--- src/rtl/folded_maj_sequencer_pkg.sv ---
// ---------------------------------------------------------------------------
// folded_maj_pkg
// Shared definitions for the folded majority/threshold sequencer:
//   - state_e          : controller state encoding (IDLE, RUN, DONE)
//   - chunk_count      : number of W-bit chunks needed to cover N bits
//   - last_chunk_size  : number of real (non-padding) bits in the final chunk
//   - count_width      : width of count/threshold/remaining-bits registers,
//                        wide enough to hold thresholds up to N+1
// ---------------------------------------------------------------------------
package folded_maj_pkg;

  typedef enum logic [1:0] {
    IDLE = 2'd0,
    RUN  = 2'd1,
    DONE = 2'd2
  } state_e;

  function automatic int chunk_count(input int n, input int w);
    return (n + w - 1) / w;
  endfunction

  function automatic int last_chunk_size(input int n, input int w);
    return n - (chunk_count(n, w) - 1) * w;
  endfunction

  function automatic int count_width(input int n);
    return $clog2(n + 2);
  endfunction

endpackage

--- src/rtl/folded_maj_sequencer_if.sv ---
// ---------------------------------------------------------------------------
// folded_maj_sequencer_if
// Operand and result handshake bundle for the folded majority sequencer.
//   in_valid/in_ready   : operand handshake (producer -> sequencer)
//   in_x [N]            : operand vector
//   in_thr [CW]         : decision threshold
//   out_valid/out_ready : result handshake (sequencer -> consumer)
//   out_y               : threshold decision
//   out_count [CW]      : ones accumulated up to the deciding chunk
//   out_early           : decision reached before the last chunk
// Modports: slave = the sequencer, master = the surrounding logic.
// ---------------------------------------------------------------------------
interface folded_maj_sequencer_if
  import folded_maj_pkg::*;
#(
  parameter int N = 33
);

  localparam int CW = count_width(N);

  logic          in_valid;
  logic          in_ready;
  logic [N-1:0]  in_x;
  logic [CW-1:0] in_thr;
  logic          out_valid;
  logic          out_ready;
  logic          out_y;
  logic [CW-1:0] out_count;
  logic          out_early;

  modport slave (
    input  in_valid, in_x, in_thr, out_ready,
    output in_ready, out_valid, out_y, out_count, out_early
  );

  modport master (
    output in_valid, in_x, in_thr, out_ready,
    input  in_ready, out_valid, out_y, out_count, out_early
  );

endinterface

--- src/rtl/folded_maj_sequencer_chunk_popcount.sv ---
// ---------------------------------------------------------------------------
// chunk_popcount
// Purely combinational ones counter for one W-bit chunk. This is the single
// shared slice that the sequencer folds the whole operand through.
//   vec_i   [W]             : chunk bits
//   count_o [clog2(W+1)]    : number of ones in vec_i
// ---------------------------------------------------------------------------
module chunk_popcount #(
  parameter  int W  = 8,
  localparam int PW = $clog2(W + 1)
) (
  input  logic [W-1:0]  vec_i,
  output logic [PW-1:0] count_o
);

  // Simple adder chain over the chunk bits; W is small so depth is modest.
  always_comb begin
    count_o = '0;
    for (int i = 0; i < W; i++) begin
      count_o = count_o + PW'(vec_i[i]);
    end
  end

endmodule

--- src/rtl/folded_maj_sequencer.sv ---
// ---------------------------------------------------------------------------
// folded_maj_sequencer
// Evaluates y = (popcount(x) >= thr) over an N-bit operand by feeding one
// W-bit chunk per cycle through a shared popcount slice. The running ones
// count and the number of still-unseen bits let the controller stop as soon
// as the outcome can no longer change.
//   clk    : clock, rising edge
//   rst_n  : asynchronous active-low reset
//   busy   : high whenever the controller is not idle
//   bus    : operand/result handshake (slave side of folded_maj_sequencer_if)
// ---------------------------------------------------------------------------
module folded_maj_sequencer
  import folded_maj_pkg::*;
#(
  parameter int N = 33,
  parameter int W = 8
) (
  input  logic clk,
  input  logic rst_n,
  output logic busy,
  folded_maj_sequencer_if.slave bus
);

  localparam int NCHUNK = chunk_count(N, W);
  localparam int LAST   = last_chunk_size(N, W);
  localparam int CW     = count_width(N);
  localparam int CW1    = CW + 1;
  localparam int PW     = $clog2(W + 1);
  localparam int IW     = (NCHUNK > 1) ? $clog2(NCHUNK) : 1;
  localparam int XW     = NCHUNK * W;

  localparam logic [1:0] ST_IDLE = IDLE;
  localparam logic [1:0] ST_RUN  = RUN;
  localparam logic [1:0] ST_DONE = DONE;

  logic [1:0]    state_q, state_d;
  logic [XW-1:0] xs_q, xs_d;
  logic [CW-1:0] thr_q, thr_d;
  logic [CW-1:0] acc_q, acc_d;
  logic [CW-1:0] rem_q, rem_d;
  logic [IW-1:0] idx_q, idx_d;
  logic          y_q, y_d;
  logic [CW-1:0] count_q, count_d;
  logic          early_q, early_d;

  logic [PW-1:0] chunkOnes;
  logic          isLast;
  logic [CW:0]   chunkSize;
  logic [CW:0]   accNext;
  logic [CW:0]   remNext;
  logic [CW:0]   reachNext;
  logic [CW:0]   thrWide;

  // The operand is kept zero-padded to a whole number of chunks and shifted
  // down one chunk per cycle, so the slice always sees the low W bits.
  chunk_popcount #(.W(W)) u_chunk_popcount (
    .vec_i   (xs_q[W-1:0]),
    .count_o (chunkOnes)
  );

  // Per-chunk arithmetic, one bit wider than the registers so that
  // acc'+rem' can never wrap before being compared with the threshold.
  always_comb begin
    isLast    = (idx_q == IW'(NCHUNK - 1));
    chunkSize = isLast ? CW1'(LAST) : CW1'(W);
    accNext   = {1'b0, acc_q} + CW1'(chunkOnes);
    remNext   = {1'b0, rem_q} - chunkSize;
    reachNext = accNext + remNext;
    thrWide   = {1'b0, thr_q};
  end

  // Next-state logic: load in IDLE, fold a chunk per cycle in RUN and leave
  // as soon as the count either reaches the threshold or provably cannot.
  always_comb begin
    state_d = state_q;
    xs_d    = xs_q;
    thr_d   = thr_q;
    acc_d   = acc_q;
    rem_d   = rem_q;
    idx_d   = idx_q;
    y_d     = y_q;
    count_d = count_q;
    early_d = early_q;
    case (state_q)
      ST_IDLE: begin
        if (bus.in_valid) begin
          xs_d    = XW'(bus.in_x);
          thr_d   = bus.in_thr;
          acc_d   = '0;
          rem_d   = CW'(N);
          idx_d   = '0;
          state_d = ST_RUN;
        end
      end
      ST_RUN: begin
        xs_d  = xs_q >> W;
        acc_d = accNext[CW-1:0];
        rem_d = remNext[CW-1:0];
        idx_d = idx_q + IW'(1);
        if (accNext >= thrWide) begin
          y_d     = 1'b1;
          count_d = accNext[CW-1:0];
          early_d = !isLast;
          state_d = ST_DONE;
        end else if (reachNext < thrWide) begin
          y_d     = 1'b0;
          count_d = accNext[CW-1:0];
          early_d = !isLast;
          state_d = ST_DONE;
        end
      end
      ST_DONE: begin
        if (bus.out_ready) begin
          state_d = ST_IDLE;
        end
      end
      default: begin
        state_d = ST_IDLE;
      end
    endcase
  end

  // State and datapath registers; reset discards any result in flight.
  always_ff @(posedge clk or negedge rst_n) begin
    if (!rst_n) begin
      state_q <= ST_IDLE;
      xs_q    <= '0;
      thr_q   <= '0;
      acc_q   <= '0;
      rem_q   <= '0;
      idx_q   <= '0;
      y_q     <= 1'b0;
      count_q <= '0;
      early_q <= 1'b0;
    end else begin
      state_q <= state_d;
      xs_q    <= xs_d;
      thr_q   <= thr_d;
      acc_q   <= acc_d;
      rem_q   <= rem_d;
      idx_q   <= idx_d;
      y_q     <= y_d;
      count_q <= count_d;
      early_q <= early_d;
    end
  end

  assign bus.in_ready  = (state_q == ST_IDLE);
  assign bus.out_valid = (state_q == ST_DONE);
  assign bus.out_y     = y_q;
  assign bus.out_count = count_q;
  assign bus.out_early = early_q;
  assign busy          = (state_q != ST_IDLE);

endmodule

--- src/flat_wrapper.sv ---
// flat-port wrapper written by rule: the top's interface ports become plain ports
module folded_maj_sequencer_flat import folded_maj_pkg::*;
#(
  parameter int N = 33,
  parameter int W = 8
)
  (clk, rst_n, busy, bus_in_valid, bus_in_x, bus_in_thr, bus_out_ready, bus_in_ready, bus_out_valid, bus_out_y, bus_out_count, bus_out_early);
  folded_maj_sequencer_if #(.N(N)) bus_i ();
  input  logic clk;
  input  logic rst_n;
  output logic busy;
  input wire logic [$bits(bus_i.in_valid)-1:0] bus_in_valid;
  input wire logic [$bits(bus_i.in_x)-1:0] bus_in_x;
  input wire logic [$bits(bus_i.in_thr)-1:0] bus_in_thr;
  input wire logic [$bits(bus_i.out_ready)-1:0] bus_out_ready;
  output wire logic [$bits(bus_i.in_ready)-1:0] bus_in_ready;
  output wire logic [$bits(bus_i.out_valid)-1:0] bus_out_valid;
  output wire logic [$bits(bus_i.out_y)-1:0] bus_out_y;
  output wire logic [$bits(bus_i.out_count)-1:0] bus_out_count;
  output wire logic [$bits(bus_i.out_early)-1:0] bus_out_early;
  assign bus_i.in_valid = bus_in_valid;
  assign bus_i.in_x = bus_in_x;
  assign bus_i.in_thr = bus_in_thr;
  assign bus_i.out_ready = bus_out_ready;
  assign bus_in_ready = bus_i.in_ready;
  assign bus_out_valid = bus_i.out_valid;
  assign bus_out_y = bus_i.out_y;
  assign bus_out_count = bus_i.out_count;
  assign bus_out_early = bus_i.out_early;
  folded_maj_sequencer #(.N(N), .W(W)) u_core (.clk(clk), .rst_n(rst_n), .busy(busy), .bus(bus_i));
endmodule
--- config.mk ---
export PLATFORM = sky130hd
export DESIGN_NAME = folded_maj_sequencer_flat
export DESIGN_NICKNAME = d
export VERILOG_FILES = /design/src/rtl/folded_maj_sequencer_pkg.sv /design/src/rtl/folded_maj_sequencer_if.sv /design/src/rtl/folded_maj_sequencer_chunk_popcount.sv /design/src/rtl/folded_maj_sequencer.sv /design/src/flat_wrapper.sv
export SDC_FILE = /design/constraint.sdc
export NUM_CORES = 1
export LEC_CHECK = 0
export CAP_MARGIN = 40
export CORE_UTILIZATION = 33
export CTS_CLUSTER_SIZE = 16
export DETAILED_ROUTE_END_ITERATION = 10
export PLACE_DENSITY = 0.63
export SLEW_MARGIN = 20
export SYNTH_ARGS = -nofsm -noshare
export SYNTH_HDL_FRONTEND = slang
export SYNTH_SLANG_ARGS = --single-unit
export TNS_END_PERCENT = 5
--- constraint.sdc ---
create_clock -name clk -period 12.8 [get_ports clk]
set_input_delay 3.2 -clock clk [delete_from_list [all_inputs] [get_ports clk]]
set_output_delay 3.2 -clock clk [all_outputs]
set_load 0.05 [all_outputs]
==> results of run 1 <==
layout make-up:
cell class              instances  area [um^2]  share of cell area (%)
multi-input cells             299         1920                    41.8
clock inverters                 6         68.8                    1.50
flip-flops and latches         64         1600                    34.9
well taps                     140          175                    3.81
clock buffers                  10          138                    3.00
inverters                      27          101                    2.21
repair buffers                 59          591                    12.9
through the flow:
step | hold slack (ns) | worst slack, ns | instances | utilization, %
after floorplan | 0.467 | 7.25 | 410 | -
after global placement | 0.485 | 7.09 | 588 | 40.0
after detailed placement | 0.487 | 6.89 | 588 | 40.0
after CTS | 0.508 | 6.88 | 604 | 41.9
after global routing | 0.520 | 6.62 | 605 | 42.2
final | 0.505 | 6.90 | 605 | 42.2
worst max path at each step:
stage	startpoint	endpoint	slack [ns]	depth (start not counted)
after CTS	u_core.xs_q[0]	u_core.bus.out_count[3]	6.88	22
after global routing	u_core.xs_q[0]	u_core.bus.out_count[1]	6.62	22
after detailed placement	u_core.xs_q[0]	u_core.bus.out_count[3]	6.89	22
after floorplan	u_core.xs_q[0]	u_core.bus.out_count[1]	7.25	22
after global placement	u_core.xs_q[0]	u_core.bus.out_count[0]	7.09	22
final	u_core.xs_q[0]	u_core.bus.out_count[1]	6.90	22
critical path, stage by stage, from the launching register on:
cell      delay (ns)
dfrtp_1         0.40
fa_1            0.54
inv_1           0.05
fa_1            0.44
fa_1            0.51
fa_1            0.16
inv_1           0.06
fa_1            0.41
a211oi_2        0.34
o21ba_2         0.20
or2_1           0.16
clkinv_1        0.14
ha_1            0.33
a21oi_1         0.16
o31ai_1         0.11
xor2_1          0.16
ha_1            0.30
and3_1          0.15
a221oi_1        0.40
nand2b_1        0.09
and2b_2         0.25
o21ai_4         0.12
mux2_4          0.31
placed cells by master, fill, tap and decap left out, types with 3 or more instances in the layout:
cell type        netlist  routed
a21o_1                 7       7
a21oi_1                7       7
a31oi_1               25      25
buf_4                  0       5
clkbuf_8               0      10
clkdlybuf4s50_1        0      52
clkinv_4               0       3
dfrtp_1               64      64
fa_1                   6       6
ha_1                  28      28
inv_1                 26      26
mux2_4                 5       5
nand2_1              100     100
nand2b_1               4       3
nand3_1               16      16
nor2_1                30      30
nor2b_1                3       3
o21ai_0               19      19
or2_1                  3       3
xnor2_1                5       5
xor2_1                 9       9
cell families (layout without fill, tap and decap cells):
logic type / count (synthesis) / count (layout) / synth area share [%]
and+or+nand+nor: 167 / 167 / 19.3
AOI/OAI and AO/OA: 78 / 78 / 14.2
DFF: 64 / 64 / 43.4
buffers and inverters: 47 / 102 / 4.78
adders and majority gates: 34 / 34 / 12.7
xor gates and xnor gates: 14 / 14 / 3.32
muxes: 6 / 6 / 2.30
sequential cells by signal, indices dropped and copies added, names as in the netlist:
register	count
u_core.bus.out_y	1
u_core.idx_q	3
u_core.state_q	2
u_core.bus.out_early	1
u_core.thr_q	6
u_core.rem_q	6
u_core.xs_q	33
u_core.acc_q	6
u_core.bus.out_count	6
layer usage:
| metal | share of wire, % | global-route usage (%) | wire [um] |
|---|---|---|---|
| met1 | 48 | 21.5 | 4030 |
| met2 | 46 | 24.2 | 3840 |
| met3 | 3.6 | 2.54 | 304 |
| met4 | 2.2 | 8.22 | 181 |
| met5 | 0 | 0 | 0 |
==> key figures, run 1 <==
Global routing
  • Largest net degree at the start of global routing: 65
  • Overall routing resource usage: between 15 and 20%
  • First-pass GRT wire length: 14200 um
  • Initial antenna violation count: 0
  • Vias in the first global route: 2948
  • Gr ovfl total: 0

Yosys
  • Synth Net Count: 487
  • Largest area contributor in the netlist: dfrtp_1
  • Gate count after technology mapping: between 400 and 500
  • Top cells by area, synth: dfrtp_1, nand2_1, ha_1
  • Mapped Area: 3690 um^2
  • Synth top area share: 43.4%
  • Syn_area_per_cell: 9.01 um^2
  • Post-synth top flop: dfrtp_1
  • FFs w/ async S/R, synth: 100%
  • Synth cell count leaders: nand2_1, dfrtp_1, nor2_1
  • Distinct cells, synth: 43
  • Post-synth EDFFs: 0
  • Synth Register Bits: 64
  • YS warnings: 0
  • Most frequent cell after synthesis: nand2_1
  • Seq/Total Area, Yosys: 43.4%

STA
  • Final setup vio count: 0
  • Max-slew violation count: 0
  • Hold Vio Cnt, Final: 0
  • Max-slew headroom: 60.3%
  • RSZ-0062 raised after global routing: no
  • Post-Route Setup TNS: 0 ns
  • Final Cycle Share: roughly 46%
  • Worst Skew: about 0.0049 ns
  • F_max: 170 MHz
  • Fin crit period: 5.90 ns
  • Transition time of the tightest slew-check pin: 0.595 ns

Routing
  • Via count: 2954
  • Wirelength, routed: between 8000 and 9000 um
  • Iter 0 DRT Violations: 103
  • Post-DR vias/cell: between 4 and 5
  • Drt wl/cell: 13.8 um
  • Detailed Routing Iterations Pass 1: 4
  • # DRC: 0
  • Antenna viol nets, final: 0

CTS
  • Worst-skew pair later-pin latency: 0.35 ns
  • Post-cts resize count: 0
  • Clk slew on worst S/H paths: 0.07 ns
  • CTS H-tree depth: 3
  • Cts hold-fix bufs: 0
  • # Post-CTS Setup Buffers: 0
  • Root Buffer: clkbuf_8
  • # clock sinks: 64
  • Max Buffers Root-to-Sink: 2
  • Total CTS buffers: 9
  • CTS tree: done

Placement
  • RD Place Congestion: approximately 0.8
  • Placed inst area: around 4400 um^2
  • Post-DP HPWL: around 5900 um
  • I/O Buffers: 53

Critical path
  • R2R Setup Slk: 6.90 ns
  • Worst Path Arrival: between 6 and 7 ns
  • Type of destination of the critical path: flop
  • Reg2Reg Launch Point: u_core.xs_q[0]
  • Critical path type: flop to flop
  • CP startpoint kind: flop
  • Worst endpoint required time: about 13 ns
  • Reg2Reg Depth: 22
  • Crit path max fanout: 7
  • RR Endpoint: u_core.bus.out_count[1]

Die
  • Num rows: 38
  • Starting Density: 33.9%
  • Core Footprint: about 11000 um^2
  • I/O pins: 54
  • Die X: approximately 110 um
  • Die area: 11600 um^2
  • Die Y: 108 um

Layout
  • Fillers: 1059
  • Final Instance Area: between 4000 and 5000 um^2
  • Ant diodes: 0
  • Share of cells above drive strength 1: 7.96%
  • Final #Nets: 537
  • Area grow syn2layout: 24.4%

Worst hold path
  • HP Class: flop to flop
  • Hold EP: u_core.xs_q[29]
  • WHS Path Cells: 2
  • Hold Crit Start: u_core.xs_q[29]

Job
  • Max-cap violations: 0

Status
  • Status: finished clean
Power of run 1 is not shown: default switching activity piles up to over one toggle a cycle in this logic, so the estimate is an artifact.
==> run 2: changes to the inputs <==
==> constraint.sdc (replaced) <==
create_clock -name clk -period 5.67 [get_ports clk]
set_input_delay 1.4175 -clock clk [delete_from_list [all_inputs] [get_ports clk]]
set_output_delay 1.4175 -clock clk [all_outputs]
set_load 0.05 [all_outputs]
==> run 2 against run 1 <==
Net effect: setup slack worse by 6.8 ns; final cell count grew 2.0%; utilization is 1.4 points higher; global-route usage increased by 1.1 points; maximum frequency grew 6.1%; first-iteration DRC count grew 23%; non-clock buffer count is 12 higher.
==> key figures, run 2 (synthesis results as in run 1) <==
Status
  • Status: finished clean

Global routing
  • Vias in the first global route: 3116 (+5.7%)
  • Largest net degree at the start of global routing: 63 (-3.1%)
  • Initial antenna violation count: 0 (unchanged)
  • Gr ovfl total: 0 (unchanged)
  • Overall routing resource usage: 16.9% (+1.1 points)
  • First-pass GRT wire length: 15200 um (+7.0%)

Layout
  • Ant diodes: 0 (unchanged)
  • Share of cells above drive strength 1: 11.3% (+3.4 points)
  • Area grow syn2layout: 28.4%
  • Fillers: 1021 (-3.6%)
  • Finished Layout Cells: 617 (+2.0%)
  • Most flops, register: u_core.xs_q
  • Commonest non-fill, non-tap cell in the layout: nand2_1
  • Final #Nets: 549 (+2.2%)
  • Max reg flops: 33 (unchanged)
  • Most frequent cells in the layout: nand2_1, dfrtp_1, clkdlybuf4s50_1

STA
  • Hold Vio Cnt, Final: 0 (unchanged)
  • Fin crit period: 5.56 ns (-0.339 ns)
  • Final setup vio count: 0 (unchanged)
  • Transition time of the tightest slew-check pin: 0.576 ns (-0.0185 ns)
  • Max-slew headroom: 61.6% (+1.2 points)
  • Worst Skew: 0.0124 ns (+0.00752 ns)
  • F_max: 180 MHz (+6.1%)
  • Max-slew violation count: 0 (unchanged)
  • Final Cycle Share: 98.0% (+52 points)
  • RSZ-0062 raised after global routing: yes

Critical path
  • Worst endpoint required time: 5.90 ns (-7.14 ns)
  • Type of destination of the critical path: flop
  • Most used cell, CP: fa_1
  • CP startpoint kind: flop
  • Crit path max fanout: 7 (unchanged)
  • Critical path type: flop to flop
  • Buf+Inv Stages, Crit Path: 4 (+1)
  • Cell Chain, Critical Path: fa_1 -> inv_1 -> fa_1 -> fa_1 -> fa_1 -> inv_1 -> fa_2 -> a211oi_4 -> o21ba_2 -> or2_1 -> inv_2 -> buf_4 -> xnor2_1 -> o31ai_1 -> xor2_1 -> ha_1 -> and3_1 -> a221oi_2 -> nand2_1 -> o21ai_2 -> o21ai_4 -> mux2_4
  • Slowest stage delay, CP: 0.55 ns (about the same)
  • Worst Path Arrival: 5.79 ns (-0.34 ns)
  • CP top delay family: adder cells
  • Slowest cell on crit path: fa_1

CTS
  • CTS H-tree depth: 3 (unchanged)
  • Max Buffers Root-to-Sink: 2 (unchanged)
  • Root Buffer: clkbuf_8
  • Total CTS buffers: 9 (unchanged)
  • Worst-skew pair later-pin latency: 0.35 ns (about the same)
  • # clock sinks: 64 (unchanged)
  • Clk slew on worst S/H paths: 0.08 ns (about the same)
  • Cts hold-fix bufs: 0 (unchanged)
  • CTS tree: done

Die
  • I/O pins: 54 (unchanged)
  • Num rows: 38 (unchanged)
  • Starting Density: 33.9% (unchanged)
  • Die X: 108 um (unchanged)
  • Core Footprint: 10900 um^2 (unchanged)
  • Die Y: 108 um (unchanged)
  • Die area: 11600 um^2 (unchanged)

Worst hold path
  • HP Class: flop to flop

Routing
  • Iter 0 DRT Violations: 127 (+23%)
  • Wirelength, routed: 8860 um (+6.1%)
  • Antenna viol nets, final: 0 (unchanged)
  • Detailed Routing Iterations Pass 1: 4 (unchanged)
  • Via count: 2979 (+0.85%)
  • Post-DR vias/cell: 4.83 (-1.1%)
  • # DRC: 0 (unchanged)
  • Drt wl/cell: 14.4 um (+4.0%)

Job
  • Max-cap violations: 0 (unchanged)

Placement
  • Post-DP HPWL: 6320 um (+6.7%)
  • I/O Buffers: 53 (unchanged)
  • Post-placement cell count: 595 (+1.2%)
  • RD Place Congestion: 0.805 (+0.56%)
[run 2: cell count changes in the layout (fill, tap and decap cells not counted), sizes merged]
cell	change
clkbuf	+1
buf	+12
clkinv	-5
clkinvlp	+1
bufinv	+2
inv	+1
[run 2: metrics by stage]
stage               setup TNS [ns]  area (um^2)  utilization [%]  hold slack (ns)  setup slack, ns
floorplan                        0         3690                -            0.467            0.122
global placement                 0         4410             40.5            0.488           0.0653
detailed placement          -0.363         4410             40.5            0.476          -0.0801
CTS                              0         4650             42.7            0.506          0.00200
global route                -0.458         4740             43.6            0.526          -0.0795
finish                           0         4740             43.6            0.502            0.111
[run 2: timing repair]
item | in CTS | in global routing
endpoints found under the hold margin | 0 | 0
resized for setup | 1 | 7
endpoints found under the setup margin | 6 | 8
setup buffers | 0 | 5
pin swaps | 1 | 10
[run 2: worst paths after layout]
check	startpoint	to	slack [ns]	cells after the start
min reg2reg	u_core.bus.out_y	u_core.bus.out_y	0.50	1
max	u_core.xs_q[0]	u_core.bus.out_count[3]	0.11	22
min	u_core.bus.out_y	u_core.bus.out_y	0.50	1
min in group asynchronous	rst_n	u_core.thr_q[2]	1.03	1
max in group asynchronous	rst_n	u_core.bus.out_count[4]	3.68	2
max reg2reg	u_core.xs_q[0]	u_core.bus.out_count[3]	0.11	22
[run 2: layout make-up]
class / count / area [um^2] / share of cell area (%)
inverters: 27 / 101 / 2.14
multi-input cells: 299 / 1960 / 41.3
well taps: 140 / 175 / 3.69
flip-flops and latches: 64 / 1600 / 33.8
clock inverters: 5 / 105 / 2.22
clock buffers: 11 / 131 / 2.77
repair buffers: 71 / 668 / 14.1
[run 2: routing by layer]
metal | track usage, % | share of wire [%] | up-vias
li1 | - | - | 1496
met1 | 22.8 | 50 | 1422
met2 | 26.4 | 46 | 46
met3 | 2.48 | 2.3 | 15
met4 | 8.22 | 2.4 | 0
met5 | 0 | 0 | -
Power of run 2 is left out for the same reason.
